**config.mk**
```make
export PLATFORM = sky130hd
export DESIGN_NAME = data_mem_responder
export DESIGN_NICKNAME = d
export VERILOG_FILES = /design/src/rtl/arm_pkg.sv /design/src/rtl/data_mem_array.sv /design/src/rtl/data_mem_responder.sv
export SDC_FILE = /design/constraint.sdc
export NUM_CORES = 2
export LEC_CHECK = 0
export CORE_MARGIN = 4
export CORE_UTILIZATION = 45
export CTS_CLUSTER_DIAMETER = 40
export CTS_CLUSTER_SIZE = 20
export DETAILED_ROUTE_END_ITERATION = 8
export PLACE_DENSITY_LB_ADDON = 0.12
export SLEW_MARGIN = 0
export SYNTH_ARGS = -nofsm -noshare
export SYNTH_HDL_FRONTEND = slang
export SYNTH_SLANG_ARGS = --single-unit
```
**constraint.sdc**
```tcl
create_clock -name clk -period 3.3 [get_ports clk]
set_clock_uncertainty 0.05 [all_clocks]
set_input_delay 0.99 -clock clk [delete_from_list [all_inputs] [get_ports clk]]
set_output_delay 0.99 -clock clk [all_outputs]
set_load 0.03 [all_outputs]
```
**src/rtl/arm_pkg.sv**
```systemverilog
`default_nettype none
// ============================================================================
// Module  : arm_pkg
// Brief   : Shared types and default constants for the data memory responder.
// Revision: 1.0 - initial release
// ============================================================================
package arm_pkg;

  typedef enum logic [1:0] {
    ST_IDLE = 2'd0,
    ST_WAIT = 2'd1,
    ST_DONE = 2'd2
  } mem_state_e;

  localparam int unsigned ARM_BASE_ADDR   = 32'd1024;
  localparam int          ARM_DEPTH_WORDS = 64;
  localparam int          ARM_WAIT_CYCLES = 3;
  localparam int          ARM_CNT_W       = 4;

  // Index width that stays legal for a single-word memory.
  function automatic int arm_idx_width(input int depth);
    return (depth > 1) ? $clog2(depth) : 1;
  endfunction

endpackage : arm_pkg
`default_nettype wire

```
**src/rtl/data_mem_array.sv**
```systemverilog
`default_nettype none
// ============================================================================
// Module  : data_mem_array
// Brief   : DEPTH_WORDS x 32 storage, synchronous write, combinational read.
// Revision: 1.0 - initial release
// ============================================================================
module data_mem_array
  import arm_pkg::*;
#(
  parameter int DEPTH_WORDS = ARM_DEPTH_WORDS,
  parameter int IDX_W       = arm_idx_width(DEPTH_WORDS)
) (
  input  logic             clk,
  input  logic             we_i,
  input  logic [IDX_W-1:0] waddr_i,
  input  logic [31:0]      wdata_i,
  input  logic [IDX_W-1:0] raddr_i,
  output logic [31:0]      rdata_o
);

  // Contents survive reset, so the array has no reset term.
  logic [31:0] mem_q [DEPTH_WORDS];

  always_ff @(posedge clk) begin
    if (we_i) begin
      mem_q[waddr_i] <= wdata_i;
    end
  end

  assign rdata_o = mem_q[raddr_i];

endmodule : data_mem_array
`default_nettype wire

```
**src/rtl/data_mem_responder.sv**
```systemverilog
`default_nettype none
// ============================================================================
// Module  : data_mem_responder
// Brief   : Multi-cycle MEM-stage responder with wait states, range checking,
//           pipeline freeze and a one-cycle completion strobe.
// Revision: 1.0 - initial release
// ============================================================================
module data_mem_responder
  import arm_pkg::*;
#(
  parameter int          WAIT_CYCLES = ARM_WAIT_CYCLES,
  parameter int          DEPTH_WORDS = ARM_DEPTH_WORDS,
  parameter logic [31:0] BASE_ADDR   = ARM_BASE_ADDR
) (
  input  logic        clk,
  input  logic        rst,
  input  logic        mem_r_en,
  input  logic        mem_w_en,
  input  logic [31:0] addr,
  input  logic [31:0] wdata,
  output logic [31:0] rdata,
  output logic        ready,
  output logic        err,
  output logic        freeze
);

  localparam int                   IDX_W      = arm_idx_width(DEPTH_WORDS);
  localparam int                   CNT_W      = ARM_CNT_W;
  localparam logic [32:0]          C_SPAN     = 33'(4 * DEPTH_WORDS);
  localparam logic [CNT_W-1:0]     C_CNT_LOAD = CNT_W'(WAIT_CYCLES - 1);
  localparam logic [CNT_W-1:0]     C_CNT_ONE  = CNT_W'(1);

  mem_state_e        state_q,   state_d;
  logic [CNT_W-1:0]  cnt_q,     cnt_d;
  logic [31:0]       rdata_q,   rdata_d;
  logic              err_q,     err_d;
  logic              wr_pend_q, wr_pend_d;
  logic [IDX_W-1:0]  widx_q,    widx_d;
  logic [31:0]       wdata_q,   wdata_d;

  logic              w_req;
  logic              w_both;
  logic [31:0]       w_offset;
  logic              w_valid;
  logic              w_bad;
  logic [IDX_W-1:0]  w_idx;
  logic [31:0]       w_mem_rdata;
  logic              w_mem_we;

  assign w_req    = mem_r_en | mem_w_en;
  assign w_both   = mem_r_en & mem_w_en;
  assign w_offset = addr - BASE_ADDR;
  // Offset is only meaningful once addr >= BASE_ADDR, which the first term guards.
  assign w_valid  = (addr >= BASE_ADDR) && ({1'b0, w_offset} < C_SPAN) && (addr[1:0] == 2'b00);
  assign w_bad    = ~w_valid | w_both;
  assign w_idx    = w_offset[IDX_W+1:2];
  assign w_mem_we = (state_q == ST_DONE) & wr_pend_q;

  data_mem_array #(
    .DEPTH_WORDS (DEPTH_WORDS),
    .IDX_W       (IDX_W)
  ) u_array (
    .clk     (clk),
    .we_i    (w_mem_we),
    .waddr_i (widx_q),
    .wdata_i (wdata_q),
    .raddr_i (w_idx),
    .rdata_o (w_mem_rdata)
  );

  always_ff @(posedge clk or posedge rst) begin
    if (rst) begin
      state_q   <= ST_IDLE;
      cnt_q     <= '0;
      rdata_q   <= '0;
      err_q     <= 1'b0;
      wr_pend_q <= 1'b0;
      widx_q    <= '0;
      wdata_q   <= '0;
    end else begin
      state_q   <= state_d;
      cnt_q     <= cnt_d;
      rdata_q   <= rdata_d;
      err_q     <= err_d;
      wr_pend_q <= wr_pend_d;
      widx_q    <= widx_d;
      wdata_q   <= wdata_d;
    end
  end

  always_comb begin
    state_d   = state_q;
    cnt_d     = cnt_q;
    rdata_d   = rdata_q;
    err_d     = 1'b0;
    wr_pend_d = 1'b0;
    widx_d    = widx_q;
    wdata_d   = wdata_q;
    case (state_q)
      ST_IDLE: begin
        if (w_req) begin
          state_d = ST_WAIT;
          cnt_d   = C_CNT_LOAD;
        end
      end
      ST_WAIT: begin
        if (!w_req) begin
          state_d = ST_IDLE;
          cnt_d   = '0;
        end else if (cnt_q != '0) begin
          cnt_d = cnt_q - C_CNT_ONE;
        end else begin
          // Resolve the access here; the write itself lands on the DONE->IDLE edge.
          state_d   = ST_DONE;
          err_d     = w_bad;
          wr_pend_d = mem_w_en & ~w_bad;
          widx_d    = w_idx;
          wdata_d   = wdata;
          if (w_bad) begin
            rdata_d = '0;
          end else if (mem_r_en) begin
            rdata_d = w_mem_rdata;
          end
        end
      end
      ST_DONE: begin
        state_d = ST_IDLE;
      end
      default: begin
        state_d = ST_IDLE;
        cnt_d   = '0;
      end
    endcase
  end

  assign ready  = (state_q == ST_DONE);
  assign err    = err_q;
  assign rdata  = rdata_q;
  assign freeze = w_req & ~ready;

endmodule : data_mem_responder
`default_nettype wire

```
==> metrics.cfg <==
[floorplanning]
core_um2 = 179000
die_width_um = 433
rows = 155
start_util_pct = 45.4
io_pins = 103
design.die.area_um2 = 188000
dieHeight_um = 433

[clock_tree]
cts_max_path_buffers = 4
cts.sinks = 2126
numCtsBuffers = 292
cts_root_buf = clkbuf_16
clkTransAtPathRegs_ns = 0.07
cts_hold_buf = 0
cts_tree = done
clk-insertion-delay-late_ns = 0.89
htreeDepth = 5

[critical_path]
cp_data_required_time_ns = 2.26
crit_arrival_ns = 2.19
critPathMaxFanout = 2
critPathBufInv = 1
rrSetupSlack_ns = 0.47
crit_slowest_cell = clkdlybuf4s50_1
path_class = reg -> out
cpLargestDelayFamily = buffers and inverters
critical_path.max_stage_delay_ns = 0.75
cp-start-kind = flip-flop
path_cells = clkdlybuf4s50_1
end_kind = primary output

[layout]
final_cell_mix = edfxtp_1 (2,048), mux4_2 (484), buf_4 (321)
fillCellCount = 13500
final_common_cell = edfxtp_1
area_growth_pct = 21.8
drive_gt1_share_pct = 34.4
post-route-util_pct = 55.3
finalNetCount = 4355

[timing]
finalWorstSetupSlack_ns = 0.0743
max_freq_mhz = 310
fin_crit_ns = 3.23
rsz0062_at_grt = no
maxSlewViolCount = 0
post-route-period-util_pct = 97.7
timing.slew.headroom_pct = 15.7
setup_viol = 0
hold_viol_final = 0
tightest_slew_ns = 1.26

[yosys]
synth_sequential_area_ratio_pct = 78.0
ys_seq_elements = 2126
syn_area_per_cell_um2 = 22.3
synth_edf_count = 2048
async_reset_ff_share_pct = 3.67
netlist_top_cells_area = edfxtp_1 (76%), mux4_2 (13%), dfrtp_1 (2.4%)
ys.flop_type = edfxtp_1
yosysUniqueCellTypes = 53
yosys_warnings = 0
syn_inst = 3652
synth_nets = 3721
synth_top_area_cell = edfxtp_1
synth_top_area_share_pct = 75.6
syn_area_um2 = 81400

[placement]
dp_hpwl_um = 134000
portBuffers = 102
dp_slack_ns = -0.271
place_congestion = 0.792

[outcome]
status = completed

[power]
vdd_ir_drop_max_uv = 557
p_total_mw = 72.7
p_per_area_nw_per_um2 = 734
p_leak_nw = 32.4

[global_routing]
grt_use_total_pct = 24.1
met1_usage_pct = 33.8
gr-max-usage-layer = met2
grt_max_degree = 66
grt_pass1_vias = 41600
met3_usage_pct = 3.37
grt_pass1_wl_um = 319000
use_met2_pct = 39.7
antenna_found_initial = 7
grt-ovfl-total = 0

[drt]
drc_errors = 0
vias = 40800
ant_nets = 0
wl_um = 225000
drt-vias-per-instance = 5.95
wl_per_cell_um = 32.8
firstDrtPassIters = 5
drt-initial-drc-count = 4357

[min_path]
worstHoldPathType = reg -> reg

[job]
cap_viol_max_count = 0

## stage by stage
stage	instances	TNS (ns)	hold WS, ns	cell area, um2
global placement	6347	-5.82	0.443	89500
global route	6855	0	0.469	99100
finish	6856	0	0.445	99100
CTS	6855	0	0.433	99100
floorplan	3652	-43.30	0.400	81400
detailed placement	6347	-5.23	0.439	89500
## final timing paths
check / start / end / cells after the start
worst max-delay path: rdata[22]$_DFFE_PP0P_ / rdata[22] / 1
worst min register to register: state_q[1]$_DFFE_PP0P_ / wr_pend_q$_DFF_PP0_ / 1
worst max register to register: state_q[0]$_DFFE_PP0P_ / u_array.mem_q[42][2]$_DFFE_PP_ / 7
max in group asynchronous: rst / widx_q[0]$_DFFE_PP0P_ / 3
worst min-delay path: state_q[1]$_DFFE_PP0P_ / wr_pend_q$_DFF_PP0_ / 1
min in group asynchronous: rst / wdata_q[7]$_DFFE_PP0P_ / 2
## power by group
group	leakage (nW)	switching (mW)	internal (mW)
clock	4.65	12.0	18.9
sequential	19.4	3.41	33.8
combinational	8.36	2.76	1.80
## registers in the layout, indices dropped and copies added (netlist names)
signal         cells
u_array.mem_q   2048
rdata             32
wdata_q           32
widx_q             6
cnt_q              4
state_q            2
err                1
wr_pend_q          1
## what timing repair did
action,in CTS,in global routing
endpoints found under the setup margin,4,0
setup buffers,0,0
gates resized for setup,4,0
hold endpoints to repair,0,0
## metal layers
layer  vias up  share of wire (%)
met5         -                  0
met3       366                5.6
li1      16900                  -
met4         0                2.9
met2      1410                 50
met1     22200                 42
## kinds of logic after synthesis
logic type,Yosys count,synth area share [%]
compound gates,325,2.72
xor+xnor,1,0.0108
fa+ha+maj,1,0.0154
buf+inv,204,1.50
flops,2126,78.0
mux,706,16.2
simple gates,289,1.59
## cell type report
cell class	count	area (um2)	area share, %
diodes	1	2.50	0.00253
clock buffers	325	7680	7.75
clock inverters	183	1940	1.95
inverters	5	28.8	0.0290
multi-input cells	1322	17200	17.4
flip-flops and latches	2126	63500	64.1
well taps	2355	2950	2.97
repair buffers	539	5770	5.82
## cells in the mapped netlist, types with 8 or more instances
| cell type | number |
|---|---|
| a221o_1 | 21 |
| mux4_2 | 484 |
| a22o_1 | 13 |
| buf_2 | 64 |
| a221oi_1 | 36 |
| nand3_1 | 29 |
| mux2_2 | 38 |
| nor2_1 | 135 |
| buf_1 | 17 |
| dfrtp_1 | 78 |
| o221ai_1 | 16 |
| buf_6 | 26 |
| edfxtp_1 | 2048 |
| o21ai_0 | 100 |
| nand2_1 | 62 |
| o22ai_1 | 29 |
| a21oi_1 | 23 |
| buf_8 | 9 |
| o31ai_1 | 19 |
| nor2b_1 | 10 |
| o21ai_1 | 8 |
| clkbuf_1 | 63 |
| mux2i_1 | 184 |
| buf_4 | 20 |
| a22oi_1 | 38 |
| nor3_1 | 14 |
(Power assumes the default switching activity.)
